==> src/rtl/start_fifo_srl_read_ctrl.sv <==
// Read-side controller for an SRL-backed start-token FIFO.
// Owns the occupancy count of an external shift register, drives its write
// enable and read address, and prefetches the oldest entry into a registered
// output stage with an empty_n/read handshake. Total capacity is DEPTH+1.
module start_fifo_srl_read_ctrl #(
  parameter int DATA_WIDTH = 1,
  parameter int ADDR_WIDTH = 1,
  parameter int DEPTH      = 2
) (
  input  logic                  clk,
  input  logic                  reset,
  output logic                  if_full_n,
  input  logic                  if_write,
  input  logic [DATA_WIDTH-1:0] if_din,
  output logic                  if_empty_n,
  input  logic                  if_read,
  output logic [DATA_WIDTH-1:0] if_dout,
  output logic                  srl_we,
  output logic [DATA_WIDTH-1:0] srl_din,
  output logic [ADDR_WIDTH-1:0] srl_addr,
  input  logic [DATA_WIDTH-1:0] srl_dout
);

  localparam int                CNT_W   = ADDR_WIDTH + 1;
  localparam logic [CNT_W-1:0]  DEPTH_C = CNT_W'(DEPTH);

  typedef enum logic {
    OUT_EMPTY = 1'b0,
    OUT_VALID = 1'b1
  } out_state_t;

  out_state_t            r_state;
  logic [CNT_W-1:0]      r_cnt;
  logic                  r_full_n;
  logic                  r_empty_n;
  logic [DATA_WIDTH-1:0] r_dout;
  logic [ADDR_WIDTH-1:0] r_addr;

  logic                  w_push;
  logic                  w_pop;
  logic                  w_load;
  logic [CNT_W-1:0]      w_cnt_nxt;
  logic [ADDR_WIDTH-1:0] w_addr_nxt;

  // A write during reset must never reach the shift register.
  assign w_push = if_write & r_full_n & ~reset;
  assign w_pop  = if_read & r_empty_n;

  // Refill the output register whenever it is free or being popped and the
  // SRL holds something; srl_dout is sampled before this edge's shift.
  assign w_load = (r_cnt != {CNT_W{1'b0}}) & ((r_state == OUT_EMPTY) | w_pop);

  // Push and load together leave cnt unchanged: the shift moves the
  // next-oldest entry into the slot that the address already points at.
  assign w_cnt_nxt = r_cnt + CNT_W'(w_push) - CNT_W'(w_load);

  // Oldest entry sits at cnt-1; parked at 0 when the SRL is empty. Modular
  // subtraction on the low bits also covers cnt == 2**ADDR_WIDTH.
  assign w_addr_nxt = (w_cnt_nxt == {CNT_W{1'b0}}) ? {ADDR_WIDTH{1'b0}}
                                                   : (w_cnt_nxt[ADDR_WIDTH-1:0] - ADDR_WIDTH'(1));

  assign srl_we     = w_push;
  assign srl_din    = if_din;
  assign srl_addr   = r_addr;
  assign if_full_n  = r_full_n;
  assign if_empty_n = r_empty_n;
  assign if_dout    = r_dout;

  // Occupancy, handshake flags, SRL address and output-stage FSM.
  always_ff @(posedge clk) begin
    if (reset) begin
      r_state   <= OUT_EMPTY;
      r_cnt     <= {CNT_W{1'b0}};
      r_full_n  <= 1'b1;
      r_empty_n <= 1'b0;
      r_dout    <= {DATA_WIDTH{1'b0}};
      r_addr    <= {ADDR_WIDTH{1'b0}};
    end else begin
      r_cnt    <= w_cnt_nxt;
      r_full_n <= (w_cnt_nxt != DEPTH_C);
      r_addr   <= w_addr_nxt;
      case (r_state)
        OUT_EMPTY: begin
          if (w_load) begin
            r_state   <= OUT_VALID;
            r_empty_n <= 1'b1;
            r_dout    <= srl_dout;
          end else begin
            r_state   <= OUT_EMPTY;
            r_empty_n <= 1'b0;
          end
        end
        OUT_VALID: begin
          if (w_load) begin
            // Back-to-back streaming: pop and refill on the same edge.
            r_state   <= OUT_VALID;
            r_empty_n <= 1'b1;
            r_dout    <= srl_dout;
          end else if (w_pop) begin
            // Drained; if_dout keeps its last value.
            r_state   <= OUT_EMPTY;
            r_empty_n <= 1'b0;
          end else begin
            r_state   <= OUT_VALID;
            r_empty_n <= 1'b1;
          end
        end
        default: begin
          r_state   <= OUT_EMPTY;
          r_empty_n <= 1'b0;
        end
      endcase
    end
  end

endmodule

==> config.mk <==
export PLATFORM = sky130hd
export DESIGN_NAME = start_fifo_srl_read_ctrl
export DESIGN_NICKNAME = d
export VERILOG_FILES = /design/src/rtl/start_fifo_srl_read_ctrl.sv
export SDC_FILE = /design/constraint.sdc
export NUM_CORES = 1
export LEC_CHECK = 0
export ABC_AREA = 1
export CAP_MARGIN = 40
export CORE_AREA = 4 4 41 43
export CTS_CLUSTER_SIZE = 8
export DETAILED_ROUTE_END_ITERATION = 8
export DIE_AREA = 0 0 45 47
export PLACE_DENSITY = 0.49
export SYNTH_ARGS = -nofsm -noshare
export SYNTH_HDL_FRONTEND = slang
export SYNTH_SLANG_ARGS = --single-unit
export TNS_END_PERCENT = 1
==> constraint.sdc <==
create_clock -name clk -period 1.74 [get_ports clk]
set_clock_uncertainty 0.2 [all_clocks]
set_input_delay 0.348 -clock clk [delete_from_list [all_inputs] [get_ports clk]]
set_output_delay 0.348 -clock clk [all_outputs]
set_load 0.03 [all_outputs]
==> impl_metrics.py, run 1 <==
metrics = {
    "floorplan": {
        "die_w_um": 45,
        "dieHeight_um": 47,
        "start_util": 0.2192,
        "rows": 13,
        "boundaryPins": 12,
        "fp.coreArea_um2": 1301,
        "die-area_um2": 2115,
    },
    "run_status": {
        "status": "completed",
    },
    "cts": {
        "path_clk_slew_ps": 50,
        "cts-buffers-inserted": 3,
        "cts_tree": "done",
        "clock_sinks": 6,
        "cts.htree.levels": 1,
        "clock_latency_ps": 240,
        "root_buffer": "clkbuf_4",
        "cts_buffer_depth": 2,
        "cts_hold_buf": 0,
    },
    "worst_setup_path": {
        "crit_family": "simple AND/OR/NAND/NOR gates",
        "cpPeakStageDelay_ps": 250,
        "required_ps": 1680,
        "crit_slowest_cell": "ha_4",
        "cp_num_buf_inv": 3,
        "start_kind": "primary input",
        "crit_fanout": 2,
        "path_cells": "dlygate4sd2_1, inv_1, nand2_1, and2_4, ha_4, inv_1, ha_2, nand3b_1, nand3_2, nor2_1",
        "arrival_ps": 1640,
        "worst-setup-path-type": "primary input to flop",
        "cpMostUsedCell": "inv_1",
        "cp-end-kind": "flop",
    },
    "synthesis": {
        "ys_seq_area_frac": 0.4211,
        "yosysTopAreaCellShare": 0.4211,
        "syn-num-nets": 45,
        "syn_area_um2": 285.3,
        "ys_types": 14,
        "synth_cells": 37,
        "ys_ff_latch": 6,
        "synth_area_leaders": "dfxtp_1 42%, inv_1 9.2%, nand2_1 9.2%",
        "synth_warnings": 0,
        "avgSynthCellArea_um2": 7.710,
        "yosys.area.top_type": "dfxtp_1",
    },
    "power": {
        "p_int_uw": 535.9,
        "power.total_uw": 912.7,
        "swShare": 0.4128,
        "max-vdd-ir-drop_v": 0.0008472,
        "p_clk_frac": 0.140,
        "p_per_area_nw_per_um2": 1910,
        "switchingPower_uw": 376.7,
        "p_seq_frac": 0.252,
        "leakagePower_nw": 0.2424,
        "comb_power_share": 0.608,
    },
    "cells_and_area": {
        "fin_nets": 65,
        "final-seq-area_um2": 122.6,
        "multi_input_area_um2": 150.1,
        "fillerInstances": 150,
        "drive_above_1_share": 0.4182,
        "area_growth_pct": 67.54,
        "antenna_cells": 0,
    },
    "timing": {
        "clock.fmax_mhz": 586.5,
        "maxSlewHeadroom": 0.8009,
        "finalSetupViolCount": 0,
        "hold_ws_ps": 261.9,
        "period_needed_ps": 1705,
        "hold_viol_final": 0,
        "worstMarginPinSlew_ps": 299.9,
        "fin_crit_sh": 0.9799,
        "slew_violations": 0,
    },
    "route": {
        "postRouteAntennaNets": 0,
        "wl_per_cell_um": 9.086,
        "drc": 0,
        "drt-initial-drc-count": 0,
        "drtPass1Iterations": 1,
        "routed_wl_um": 636,
        "viasPerCell": 4.100,
        "vias": 287,
    },
    "global_routing": {
        "grt_usage": 0.07284,
        "antenna_found_initial": 0,
        "grt_pass1_wl_mm": 1.041,
        "grt_pass1_vias": 282,
        "overflow": 0,
        "grt_max_degree": 5,
    },
    "placed_design": {
        "place_hpwl_um": 435.6,
        "gp_congestion": 0.7154,
        "port_buffers": 9,
    },
    "worst_hold_path": {
        "holdCritPathClass": "flop to flop",
    },
    "job": {
        "cap_violations": 0,
    },
}
## timing repair
item | in CTS | in global routing
endpoints found under the setup margin | 8 | 3
pin swaps | 2 | 1
buffers inserted | 2 | 2
resized for setup | 8 | 2
## synth_stat cells
cell type,n
a31oi_1,1
inv_1,7
buf_4,1
ha_1,2
dfxtp_1,6
and2_4,1
nand2_1,7
nand3b_1,2
nand4_1,1
nand3_1,2
nor2_2,2
inv_2,1
nor2_1,3
nand2_2,1
## worst reg2reg max path, stage by stage, from the launching register on
cell      delay (ps)
dfxtp_2          320
inv_2             70
nand2_2           60
and2_4           140
ha_4             250
inv_1             40
ha_2             160
nand3b_1         200
nand3_2          100
nor2_1            40
## power groups by stage
stage / Sequential (mW) / Clock, mW / Combinational, mW
after floorplan: 0.305 / 0 / 0.250
final: 0.230 / 0.128 / 0.555
after global placement: 0.229 / 0 / 0.480
after global routing: 0.236 / 0.145 / 0.616
after detailed placement: 0.229 / 0 / 0.481
after CTS: 0.226 / 0.136 / 0.524
## metal layers
| metal | vias up | track usage | part of all wire | wire length [µm] |
|---|---|---|---|---|
| met4 | 0 | 0.03509 | 0 | 0 |
| met2 | 11 | 0.1186 | 0.46 | 294 |
| li1 | 149 | - | - | - |
| met5 | - | 0 | 0 | 0 |
| met1 | 127 | 0.06407 | 0.44 | 278 |
| met3 | 0 | 0.06130 | 0.099 | 63 |
## cell families after synthesis
family	synth area share
AOI/OAI and AO/OA	0.02194
adders and majority gates	0.08771
buffers and inverters	0.1316
DFF	0.4211
and+or+nand+nor	0.3377
## placed cells by master, fill, tap and decap left out
master	count
inv_2	2
nand3b_1	2
nand4_1	1
dlygate4sd2_1	5
nand2_1	7
nand3_1	1
dfxtp_2	2
clkbuf_4	3
ha_4	1
and2_4	1
nand3_2	1
clkdlybuf4s50_1	3
ha_2	1
nor2_2	3
nor2_1	2
inv_1	6
buf_4	8
a31oi_1	1
dfxtp_1	4
nand2_2	1
## registers in the layout (all words and copies together), names as in the netlist
| name | flops |
|---|---|
| if_empty_n | 1 |
| srl_addr | 1 |
| r_cnt | 2 |
| if_full_n | 1 |
| if_dout | 1 |
## path summary, 6_finish.rpt
| check | startpoint | endpoint | slack, ps | depth (start not counted) |
|---|---|---|---|---|
| setup / recovery | if_read | srl_addr$_SDFF_PP0_ | 30 | 10 |
| hold / removal | if_dout$_SDFFE_PP0P_ | if_dout$_SDFFE_PP0P_ | 260 | 2 |
| setup reg to reg | r_cnt[1]$_SDFF_PP0_ | srl_addr$_SDFF_PP0_ | 50 | 9 |
| hold reg to reg | if_dout$_SDFFE_PP0P_ | if_dout$_SDFFE_PP0P_ | 260 | 2 |
## final cells by class
cell class,count,share of cell area
Timing Repair Buffer,16,0.2801
Multi-Input combinational cell,22,0.3141
Clock buffer,3,0.04712
Inverter,8,0.06283
Sequential cell,6,0.2565
Tap cell,15,0.03927
## per-stage QoR
step           TNS [ps]  utilization  setup slack (ps)  instance area [µm²]  std cells
2_1_floorplan         0            -             16.50                289.0         37
3_3_place_gp      -1418       0.3154            -396.7                410.4         63
3_5_place_dp      -1380       0.3154            -390.6                410.4         63
4_1_cts               0       0.3548             1.240                461.7         68
5_1_grt          -3.023       0.3673            -3.023                478.0         70
6_report              0       0.3673             34.93                478.0         70
Power figures use the tool's default switching activity.
==> run 2: changes to the inputs <==
CAP_MARGIN = 10   (was 40)
CORE_AREA = 2 2 39 41   (was 4 4 41 43)
DIE_AREA = 0 0 41 43   (was 0 0 45 47)
MAX_ROUTING_LAYER = met4   (was unset)
==> impl_metrics.py, run 2 (synthesized netlist as in run 1, its figures left out) <==
metrics = {
    "cells_and_area": {
        "largest_reg_flops": 2,
        "drive_above_1_share": 0.4727,
        "final_common_cell": "buf_4",
        "final_cell_mix": "7 x buf_4, 6 x nand2_1, 5 x dlygate4sd2_1",
        "antenna_cells": 0,
        "fillerInstances": 153,
        "fin_nets": 65,
        "top_register": "r_cnt",
        "finalNonFillerCells": 71,
        "area_growth_pct": 76.32,
        "design_area_um2": 503.0,
    },
    "power": {
        "power.total_uw": 968.2,
        "p_per_area_nw_per_um2": 1925,
        "comb_power_share": 0.626,
        "p_int_uw": 559.5,
        "p_clk_frac": 0.135,
        "switchingPower_uw": 408.8,
        "swShare": 0.4222,
        "leakagePower_nw": 0.2510,
        "max-vdd-ir-drop_v": 0.0006381,
        "p_seq_frac": 0.240,
    },
    "route": {
        "drc": 0,
        "wl_per_cell_um": 9.901,
        "vias": 293,
        "drt-initial-drc-count": 2,
        "routed_wl_um": 703,
        "postRouteAntennaNets": 0,
        "drtPass1Iterations": 4,
        "viasPerCell": 4.127,
    },
    "worst_setup_path": {
        "arrival_ps": 1620,
        "worst-setup-path-type": "flop to flop",
        "cpPeakStageDelay_ps": 320,
        "r2r_start": "r_cnt[1]$_SDFF_PP0_",
        "r2r_setup_slack_ps": 60,
        "start_kind": "flop",
        "crit_fanout": 3,
        "cp-end-kind": "flop",
        "worstSetupStartpoint": "r_cnt[1]$_SDFF_PP0_",
        "crit_slowest_cell": "dfxtp_2",
        "required_ps": 1680,
        "path_cells": "inv_2, nand2_2, and2_4, ha_4, inv_2, ha_4, nand3b_1, nand3_2, nor2_1",
        "cp_num_buf_inv": 2,
        "crit_family": "simple AND/OR/NAND/NOR gates",
    },
    "cts": {
        "clock_sinks": 6,
        "cts.htree.levels": 1,
        "cts_tree": "done",
        "cts_buffer_depth": 2,
        "root_buffer": "clkbuf_4",
        "cts_hold_buf": 0,
        "cts-buffers-inserted": 3,
        "path_clk_slew_ps": 50,
        "clock_latency_ps": 240,
    },
    "global_routing": {
        "grt_usage": 0.09578,
        "grt_max_degree": 5,
        "grt_pass1_wl_mm": 1.055,
        "antenna_found_initial": 0,
        "grt_pass1_vias": 268,
        "overflow": 0,
    },
    "floorplan": {
        "fp.coreArea_um2": 1384,
        "start_util": 0.2061,
        "die-area_um2": 1763,
        "boundaryPins": 12,
        "rows": 14,
        "die_w_um": 41,
        "dieHeight_um": 43,
    },
    "timing": {
        "worstMarginPinSlew_ps": 301.6,
        "hold_ws_ps": 260.9,
        "setup_ws_ps": 63.70,
        "rsz0062_at_grt": "true",
        "period_needed_ps": 1676,
        "slew_violations": 0,
        "fin_crit_sh": 0.9634,
        "clock.fmax_mhz": 596.6,
        "maxSlewHeadroom": 0.7998,
        "hold_viol_final": 0,
        "finalSetupViolCount": 0,
    },
    "job": {
        "cap_violations": 0,
    },
    "placed_design": {
        "place_hpwl_um": 427.4,
        "place_inst": 64,
        "port_buffers": 9,
        "place_area_um2": 411.6,
        "gp_congestion": 0.7198,
        "pre_cts_slack_ps": -384.6,
    },
    "worst_hold_path": {
        "min_from": "if_dout$_SDFFE_PP0P_",
        "holdCritPathClass": "flop to flop",
    },
    "run_status": {
        "status": "completed",
    },
}
==> run 2: layout make-up <==
type / count / area [µm²] / area share
timing repair buffer: 16 / 140.1 / 0.2786
multi-input combinational: 22 / 167.7 / 0.3333
sequential: 6 / 122.6 / 0.2438
tap: 16 / 20.02 / 0.03980
inverter: 8 / 30.03 / 0.05970
clock buffer: 3 / 22.52 / 0.04478
==> run 2: through the flow <==
step                utilization  TNS (ps)
floorplan                     -         0
global placement         0.2975     -1444
detailed placement       0.2975     -1395
CTS                      0.3309         0
global route             0.3635    -16.18
finish                   0.3635         0
==> run 2: path summary, 6_finish.rpt <==
| kind | to | depth (start not counted) |
|---|---|---|
| max reg2reg | srl_addr$_SDFF_PP0_ | 9 |
| max | srl_addr$_SDFF_PP0_ | 9 |
| min reg2reg | if_dout$_SDFFE_PP0P_ | 2 |
| min | if_dout$_SDFFE_PP0P_ | 2 |
==> run 2: metal layers <==
layer	wire length [µm]	vias to the layer above	track usage
met4	10	0	0.08000
met3	57	2	0.03141
met1	289	129	0.1097
li1	-	150	-
met2	345	12	0.1281
met5	0	-	-
==> run 2: timing repair <==
item	4_1_cts	5_1_grt
setup buffers	2	2
pin swaps	4	5
endpoints found under the setup margin	8	4
gates resized for setup	8	9
==> run 2: worst register-to-register path, delay by kind of cell, from the launching register on <==
kind                     cells  cell delay (ps)
buffers and inverters        2              100
AND/OR/NAND/NOR              5              560
adder cells (fa/ha/maj)      2              390
flip-flops                   1              320
==> run 2: power by group through the flow <==
stage	sequential [mW]	combinational [mW]	clock [mW]
global route	0.238	0.688	0.144
finish	0.232	0.606	0.130
floorplan	0.305	0.250	0
global placement	0.228	0.483	0
CTS	0.226	0.520	0.138
detailed placement	0.228	0.484	0
==> run 3: changes to the inputs <==
PLACE_DENSITY = 0.59   (was 0.49)
==> impl_metrics.py, run 3 (synthesized netlist as in run 1, its figures left out) <==
metrics = {
    "worst_setup_path": {
        "r2r_setup_slack_ps": 80,
        "r2r_start": "r_cnt[1]$_SDFF_PP0_",
        "required_ps": 1190,
        "arrival_ps": 1130,
        "cp-end-kind": "primary output",
        "r2r_cells": 9,
        "crit_fanout": 2,
        "cp-endpoint": "srl_we",
        "worstSetupStartpoint": "if_write",
        "start_kind": "primary input",
        "worst-setup-path-type": "primary input to primary output",
        "regToRegEndpoint": "r_cnt[1]$_SDFF_PP0_",
    },
    "route": {
        "postRouteAntennaNets": 0,
        "routed_wl_um": 642,
        "viasPerCell": 3.986,
        "drt-initial-drc-count": 3,
        "drtPass1Iterations": 4,
        "drc": 0,
        "wl_per_cell_um": 8.676,
        "vias": 295,
    },
    "cells_and_area": {
        "drive_above_1_share": 0.4655,
        "design_area_um2": 501.7,
        "fin_nets": 68,
        "fillerInstances": 153,
        "multi_input_area_um2": 150.1,
        "largest_reg_flops": 2,
        "top_register": "r_cnt",
        "final_cell_mix": "11 x buf_4, 7 x nand2_1, 5 x inv_1, 5 x dlygate4sd2_1, 4 x dfxtp_1",
        "area_growth_pct": 75.88,
        "finalNonFillerCells": 74,
        "final-seq-area_um2": 122.6,
        "antenna_cells": 0,
        "final_common_cell": "buf_4",
    },
    "global_routing": {
        "overflow": 0,
        "grt_pass1_wl_mm": 1.035,
        "grt_max_degree": 5,
        "grt_usage": 0.09897,
        "grt_pass1_vias": 280,
        "antenna_found_initial": 0,
    },
    "timing": {
        "setup_ws_ps": 58.23,
        "setup_tns_ps": 0,
        "period_needed_ps": 1682,
        "maxSlewHeadroom": 0.7996,
        "worstMarginPinSlew_ps": 301.8,
        "fin_crit_sh": 0.9665,
        "rsz0062_at_grt": "false",
        "hold_viol_final": 0,
        "finalSetupViolCount": 0,
        "slew_violations": 0,
        "clock.fmax_mhz": 594.6,
    },
    "power": {
        "leakagePower_nw": 0.2544,
        "p_int_uw": 547.0,
        "power.total_uw": 933.0,
        "max-vdd-ir-drop_v": 0.0006002,
        "p_seq_frac": 0.246,
        "comb_power_share": 0.616,
        "p_clk_frac": 0.137,
        "p_per_area_nw_per_um2": 1860,
        "swShare": 0.4137,
        "switchingPower_uw": 386.0,
    },
    "placed_design": {
        "pre_cts_slack_ps": -400.5,
        "port_buffers": 9,
        "gp_congestion": 0.7100,
        "place_inst": 64,
        "place_hpwl_um": 446.6,
        "place_area_um2": 411.6,
    },
    "cts": {
        "cts_tree": "done",
        "root_buffer": "clkbuf_4",
        "path_clk_slew_ps": 40,
        "cts-buffers-inserted": 3,
        "cts.htree.levels": 1,
        "clock_latency_ps": 240,
        "cts_buffer_depth": 2,
        "clock_sinks": 6,
    },
    "floorplan": {
        "boundaryPins": 12,
        "fp.coreArea_um2": 1384,
        "die_w_um": 41,
        "dieHeight_um": 43,
        "rows": 14,
        "start_util": 0.2061,
        "die-area_um2": 1763,
    },
    "job": {
        "cap_violations": 0,
    },
    "run_status": {
        "status": "completed",
    },
    "worst_hold_path": {
        "holdCritPathClass": "flop to flop",
        "hold_depth": 2,
        "min_from": "if_dout$_SDFFE_PP0P_",
    },
}
[run 3: power by group through the flow]
stage	Clock [mW]	Sequential, mW	Combinational, mW
after floorplan	0	0.305	0.250
after global placement	0	0.231	0.476
after detailed placement	0	0.231	0.486
after CTS	0.131	0.229	0.539
after global routing	0.149	0.238	0.634
final	0.128	0.230	0.575
[run 3: cell type report]
type	count	area share
clock buffers	3	0.04489
flip-flops and latches	6	0.2444
multi-input cells	22	0.2993
inverters	8	0.05985
well taps	16	0.03990
repair buffers	19	0.3117
[run 3: per-layer routing]
| metal | GRT usage | share of wire |
|---|---|---|
| met1 | 0.09385 | 0.40 |
| met2 | 0.1344 | 0.48 |
| met3 | 0.06283 | 0.084 |
| met4 | 0.08000 | 0.030 |
| met5 | - | 0 |
[run 3: stage by stage]
step	utilization	hold WS, ps
final	0.3626	265.8
after global routing	0.3626	302.7
after detailed placement	0.2975	267.3
after floorplan	-	210.0
after CTS	0.3508	272.8
after global placement	0.2975	257.9
[run 3: critical path, stage by stage]
cell and delay, ps:
clkdlybuf4s50_1 450, nand2_1 60, nor2_2 110, buf_4 170
[run 3: what timing repair did]
action / in CTS / in global routing
pin swaps: 3 / 1
gates resized for setup: 9 / 2
setup buffers: 5 / 2
endpoints found under the setup margin: 8 / 3
gates cloned: 0 / 0
hold endpoints to repair: 0 / 0
hold buffers: 0 / 0
[run 3: worst min path at each step]
stage	end	slack (ps)
6_report	if_dout$_SDFFE_PP0P_	270
5_1_grt	if_dout$_SDFFE_PP0P_	300
4_1_cts	if_dout$_SDFFE_PP0P_	270
3_5_place_dp	if_dout$_SDFFE_PP0P_	270
3_3_place_gp	if_dout$_SDFFE_PP0P_	260
2_1_floorplan	if_empty_n$_SDFF_PP0_	210
